**config.mk**
```make
export PLATFORM = sky130hd
export DESIGN_NAME = ieeedrv_sd_arb
export DESIGN_NICKNAME = d
export VERILOG_FILES = /design/src/rtl/ieeedrv_sd_arb.sv
export SDC_FILE = /design/constraint.sdc
export NUM_CORES = 1
export LEC_CHECK = 0
export BUFFER_PORTS_ARGS = -buffer_cell sky130_fd_sc_hd__buf_4
export CAP_MARGIN = 20
export CORE_ASPECT_RATIO = 1.1
export CORE_MARGIN = 8
export CORE_UTILIZATION = 35
export CTS_BUF_LIST = sky130_fd_sc_hd__clkbuf_16
export CTS_CLUSTER_DIAMETER = 200
export DETAILED_ROUTE_END_ITERATION = 8
export PLACE_DENSITY = 0.65
export SETUP_SLACK_MARGIN = 0.05
export SLEW_MARGIN = 0
export SYNTH_ARGS = -nofsm -noshare
export SYNTH_HDL_FRONTEND = slang
export SYNTH_SLANG_ARGS = --single-unit
```
**constraint.sdc**
```tcl
create_clock -name clk_sys -period 2.55 [get_ports clk_sys]
set_input_delay 0.3825 -clock clk_sys [delete_from_list [all_inputs] [get_ports clk_sys]]
set_output_delay 0.3825 -clock clk_sys [all_outputs]
set_load 0.05 [all_outputs]
```
**src/rtl/ieeedrv_sd_arb.sv**
```systemverilog
// Round-robin arbiter sharing one host SD block port between NREQ requesters.
// Optional request watchdog: define IEEEDRV_SD_ARB_TIMEOUT_EN.
module ieeedrv_sd_arb #(
    parameter int          NREQ    = 2,
    parameter logic [23:0] TIMEOUT = 24'hFFFFFF
) (
    input  logic                 clk_sys,
    input  logic                 reset_n,
    input  logic [NREQ*32-1:0]   req_lba,
    input  logic [NREQ*6-1:0]    req_blk_cnt,
    input  logic [NREQ-1:0]      req_rd,
    input  logic [NREQ-1:0]      req_wr,
    output logic [NREQ-1:0]      req_ack,
    output logic [NREQ-1:0]      req_err,
    output logic [NREQ-1:0]      grant,
    output logic                 busy,
    output logic [31:0]          sd_lba,
    output logic [5:0]           sd_blk_cnt,
    output logic                 sd_rd,
    output logic                 sd_wr,
    input  logic                 sd_ack
);

    localparam int RW = (NREQ > 1) ? $clog2(NREQ) : 1;

    typedef enum logic [1:0] {
        S_IDLE,
        S_REQ,
        S_XFER,
        S_GAP
    } state_t;

    state_t            r_state;
    logic [RW-1:0]     r_rr;
    logic [RW-1:0]     r_win;
    logic              r_op_wr;
    logic [NREQ-1:0]   r_grant;
    logic [31:0]       r_lba;
    logic [5:0]        r_blk_cnt;
    logic              r_sd_rd;
    logic              r_sd_wr;

    logic [NREQ-1:0]   w_pend;
    logic [31:0]       w_lba [NREQ];
    logic [5:0]        w_cnt [NREQ];
    logic              w_found;
    logic [RW-1:0]     w_win;

    genvar gi;
    generate
        for (gi = 0; gi < NREQ; gi++) begin : g_req
            assign w_pend[gi]  = req_rd[gi] | req_wr[gi];
            assign w_lba[gi]   = req_lba[gi*32 +: 32];
            assign w_cnt[gi]   = req_blk_cnt[gi*6 +: 6];
            assign req_ack[gi] = sd_ack & r_grant[gi];
        end
    endgenerate

    // First pending requester strictly after the last winner, wrapping.
    always_comb begin
        int            v_idx;
        logic [RW-1:0] v_sel;
        w_found = 1'b0;
        w_win   = r_rr;
        v_idx   = 0;
        v_sel   = '0;
        for (int k = 1; k <= NREQ; k++) begin
            v_idx = int'(r_rr) + k;
            if (v_idx >= NREQ)
                v_idx = v_idx - NREQ;
            v_sel = RW'(v_idx);
            if (!w_found && w_pend[v_sel]) begin
                w_found = 1'b1;
                w_win   = v_sel;
            end
        end
    end

`ifdef IEEEDRV_SD_ARB_TIMEOUT_EN
    logic [23:0]     r_to_cnt;
    logic [NREQ-1:0] r_err;
    assign req_err = r_err;
`else
    // TIMEOUT is inert without the watchdog; no abort path exists.
    localparam logic [NREQ-1:0] ERR_NONE = (TIMEOUT == 24'd0) ? '0 : '0;
    assign req_err = ERR_NONE;
`endif

    always_ff @(posedge clk_sys or negedge reset_n) begin
        if (!reset_n) begin
            r_state   <= S_IDLE;
            r_rr      <= RW'(NREQ - 1);
            r_win     <= '0;
            r_op_wr   <= 1'b0;
            r_grant   <= '0;
            r_lba     <= '0;
            r_blk_cnt <= '0;
            r_sd_rd   <= 1'b0;
            r_sd_wr   <= 1'b0;
`ifdef IEEEDRV_SD_ARB_TIMEOUT_EN
            r_to_cnt  <= '0;
            r_err     <= '0;
`endif
        end else begin
`ifdef IEEEDRV_SD_ARB_TIMEOUT_EN
            r_err <= '0;
`endif
            case (r_state)
                S_IDLE: begin
                    if (w_found) begin
                        r_state   <= S_REQ;
                        r_win     <= w_win;
                        r_rr      <= w_win;
                        r_grant   <= NREQ'(1) << w_win;
                        r_lba     <= w_lba[w_win];
                        r_blk_cnt <= w_cnt[w_win];
                        r_op_wr   <= req_wr[w_win];
`ifdef IEEEDRV_SD_ARB_TIMEOUT_EN
                        r_to_cnt  <= '0;
`endif
                    end
                end
                S_REQ: begin
                    if (sd_ack) begin
                        r_sd_rd <= 1'b0;
                        r_sd_wr <= 1'b0;
                        r_state <= S_XFER;
                    end else if (!w_pend[r_win]) begin
                        r_sd_rd <= 1'b0;
                        r_sd_wr <= 1'b0;
                        r_grant <= '0;
                        r_state <= S_IDLE;
                    end
`ifdef IEEEDRV_SD_ARB_TIMEOUT_EN
                    else if (r_to_cnt == TIMEOUT) begin
                        r_sd_rd <= 1'b0;
                        r_sd_wr <= 1'b0;
                        r_err   <= r_grant;
                        r_grant <= '0;
                        r_state <= S_IDLE;
                    end
`endif
                    else begin
                        r_sd_rd <= ~r_op_wr;
                        r_sd_wr <= r_op_wr;
`ifdef IEEEDRV_SD_ARB_TIMEOUT_EN
                        r_to_cnt <= r_to_cnt + 24'd1;
`endif
                    end
                end
                S_XFER: begin
                    if (!sd_ack)
                        r_state <= S_GAP;
                end
                S_GAP: begin
                    // Grant survived one cycle past the ack fall; release now.
                    r_grant <= '0;
                    r_state <= S_IDLE;
                end
                default: r_state <= S_IDLE;
            endcase
        end
    end

    assign grant      = r_grant;
    assign busy       = (r_state != S_IDLE);
    assign sd_lba     = r_lba;
    assign sd_blk_cnt = r_blk_cnt;
    assign sd_rd      = r_sd_rd;
    assign sd_wr      = r_sd_wr;

endmodule

```
==> results.tsv <==
metric	value	unit
Wirelength per Cell	18.2	um
clk sink count	47	
M1 WL	3730	um
Critical Path RT	2.72	ns
initial core utilization	0.365	
I/O Buffers	127	
fin cells	470	
Area contributors post-synth	dfrtp_1, a31oi_1, o21ai_0, a21oi_1, nand3_1	
Critical Path AT	2.17	ns
Post-Syn Area	2420	um^2
antenna diode count	0	
Top cell by count, worst path	nor2_4	
first-pass GRT wire length	13500	um
Worst Hold Class	input pin to asynchronous set/reset pin	
DR vias/cell	5.56	
core box area	6630	um^2
Max Cap Viol	0	
kind of critical path	flop to flop	
area leader, netlist	dfrtp_1	
clock root buffer	clkbuf_16	
row count	31	
largest net degree at the start of global routing	48	
RSZ-0062 raised after global routing	false	
Static Leak	1.60	nW
critical path startpoint category	flop	
IO Pins	130	
Critical Path End Type	flop	
Worst-Skew Late Latency	0.28	ns
H-tree levels	2	
total grt overflow	0	
number of global-route vias before repair	2596	
Power Dens Cells	1500	nW/um^2
Vias	2615	
Final min period	2.01	ns
metal3 WL	662	um
worst vdd rail ir drop	0.822	mV
most frequent cells in the layout	buf_4, dfrtp_1, o21ai_0	
Global Route Usage Sum	0.172	
commonest non-fill, non-tap cell in the layout	buf_4	
post-CTS sizing	0	
outcome	finished clean	
RePlAce Congestion	0.770	
first drt pass iteration count	4	
Detail Placement HPWL	5990	um
CP Cell Sequence	nor2_4, inv_1, nor2_4, mux2_2	
Yosys warning total	0	
peak fanout along the critical path	41	
Clock Tree Buf Depth	2	
dpl cells	463	
uppermost layer routed	met4	
Max stage delay on crit path	0.74	ns
initial antenna violation count	0	
Nets	471	
Area Growth Syn to Fin	48.8	%
f_max	499	MHz
share of cells above drive strength 1	0.392	
Synth top area share	0.476	
die area	9830	um^2
Fin. Hold Viols	0	
worst-margin pin slew	0.954	ns
Seq/Total Area, Yosys	0.487	
Yosys reg bits	47	
# DRC	0	
fin util	0.543	
die width	95.3	um
WL final	8550	um
DR iter-0 viols	85	
Slowest-stage cell, CP	nor2_4	
Avg Cell Area, Syn	8.79	um^2
hold-fix buffers at CTS	0	
final setup fails	0	
slew margin rel.	0.362	
post-CTS setup buffers	0	
setup TNS	0	ns
clock slew seen by the registers of the worst setup and hold paths	0.06	ns
fin. max-slew vios	0	
Cells after Synth	275	
Routed Antenna Nets	0	
Die H	103	um
Num CTS Buffers	5	
met2 wire length	4060	um
CTS tree	done	
Worst Skew	0.00351	ns
final period utilization	0.786	
CP bufs+invs	1	
Netlist cell types	34	
CP top delay family	simple AND/OR/NAND/NOR gates	
==> per-layer routing <==
layer | up-vias | global-route usage
li1 | 1251 | -
met1 | 1263 | 0.227
met2 | 94 | 0.273
met3 | 7 | 0.0448
met4 | 0 | 0.0469
met5 | - | 0
==> final timing paths <==
path / from / endpoint / slack, ns / depth (start not counted)
setup reg to reg: r_state[0]$_DFFE_PN0P_ / r_win$_DFFE_PN0P_ / 0.54 / 4
hold reg to reg: sd_rd$_DFFE_PN0P_ / sd_rd$_DFFE_PN0P_ / 0.48 / 2
max in group asynchronous: reset_n / sd_rd$_DFFE_PN0P_ / 2.02 / 1
setup / recovery: r_state[0]$_DFFE_PN0P_ / r_win$_DFFE_PN0P_ / 0.54 / 4
min in group clk_sys: req_lba[51] / sd_lba[19]$_DFFE_PN0P_ / 0.37 / 3
hold / removal: reset_n / sd_lba[1]$_DFFE_PN0P_ / 0.11 / 1
==> layout make-up <==
type                       count  area [um^2]
sequential                    47         1180
timing repair buffer         136         1030
tap                           82          103
multi-input combinational    196         1120
inverter                       2         7.51
clock inverter                 2         33.8
clock buffer                   5          125
fill                         646         3030
==> flip-flops by register name, indices dropped and copies added, names as in the netlist, named ones only <==
| signal | cells |
|---|---|
| sd_lba | 32 |
| sd_blk_cnt | 6 |
| grant | 2 |
| r_op_wr | 1 |
| r_rr | 1 |
| r_state | 1 |
| r_win | 1 |
| sd_rd | 1 |
| sd_wr | 1 |
==> power by group <==
part | internal (mW) | switching (mW) | total (mW)
Combinational | 1.03 | 2.25 | 3.28
Clock | 0.454 | 0.272 | 0.726
Sequential | 1.14 | 0.256 | 1.40
==> worst reg2reg max path, stage by stage, from the launching register on <==
cell and delay, ns:
dfrtp_1 0.47, nor2_4 0.14, inv_1 0.09, nor2_4 0.74, mux2_2 0.46
==> cells in the mapped netlist (all sizes together) <==
master,number
dfrtp,46
o21ai,43
conb,1
and2,2
inv,2
or3,1
o211ai,1
nor4,1
nand2b,1
nand4,1
nand3,38
nor2b,2
nand2,6
o21a,1
buf,15
nor3,2
and4,1
a31oi,38
clkbuf,16
nor3b,1
a221o,1
o22ai,1
or4b,1
or4,2
a211o,1
o31ai,2
nor2,4
dfstp,1
mux2,3
a21oi,40
==> per-stage QoR <==
step                      worst slack, ns  hold slack (ns)  power [mW]  cell area [um^2]
after CTS                           0.522            0.135        5.44              3600
after detailed placement            0.531            0.442        4.72              3440
after global placement              0.600            0.437        4.67              3440
final                               0.545            0.112        5.41              3600
after floorplan                     0.842           0.0869        3.63              2420
after global routing                0.447            0.168        5.71              3600
==> cells by family (layout without fill, tap and decap cells) <==
family                 after synthesis  count (layout)  share of synthesized area
other                                1               2                    0.00155
multiplexers                         3               3                     0.0140
AO/OA/AOI/OAI                      128             128                      0.294
flip-flops                          47              47                      0.487
AND/OR/NAND/NOR                     63              63                      0.140
buffers and inverters               33             145                     0.0636
(Power assumes the default switching activity.)
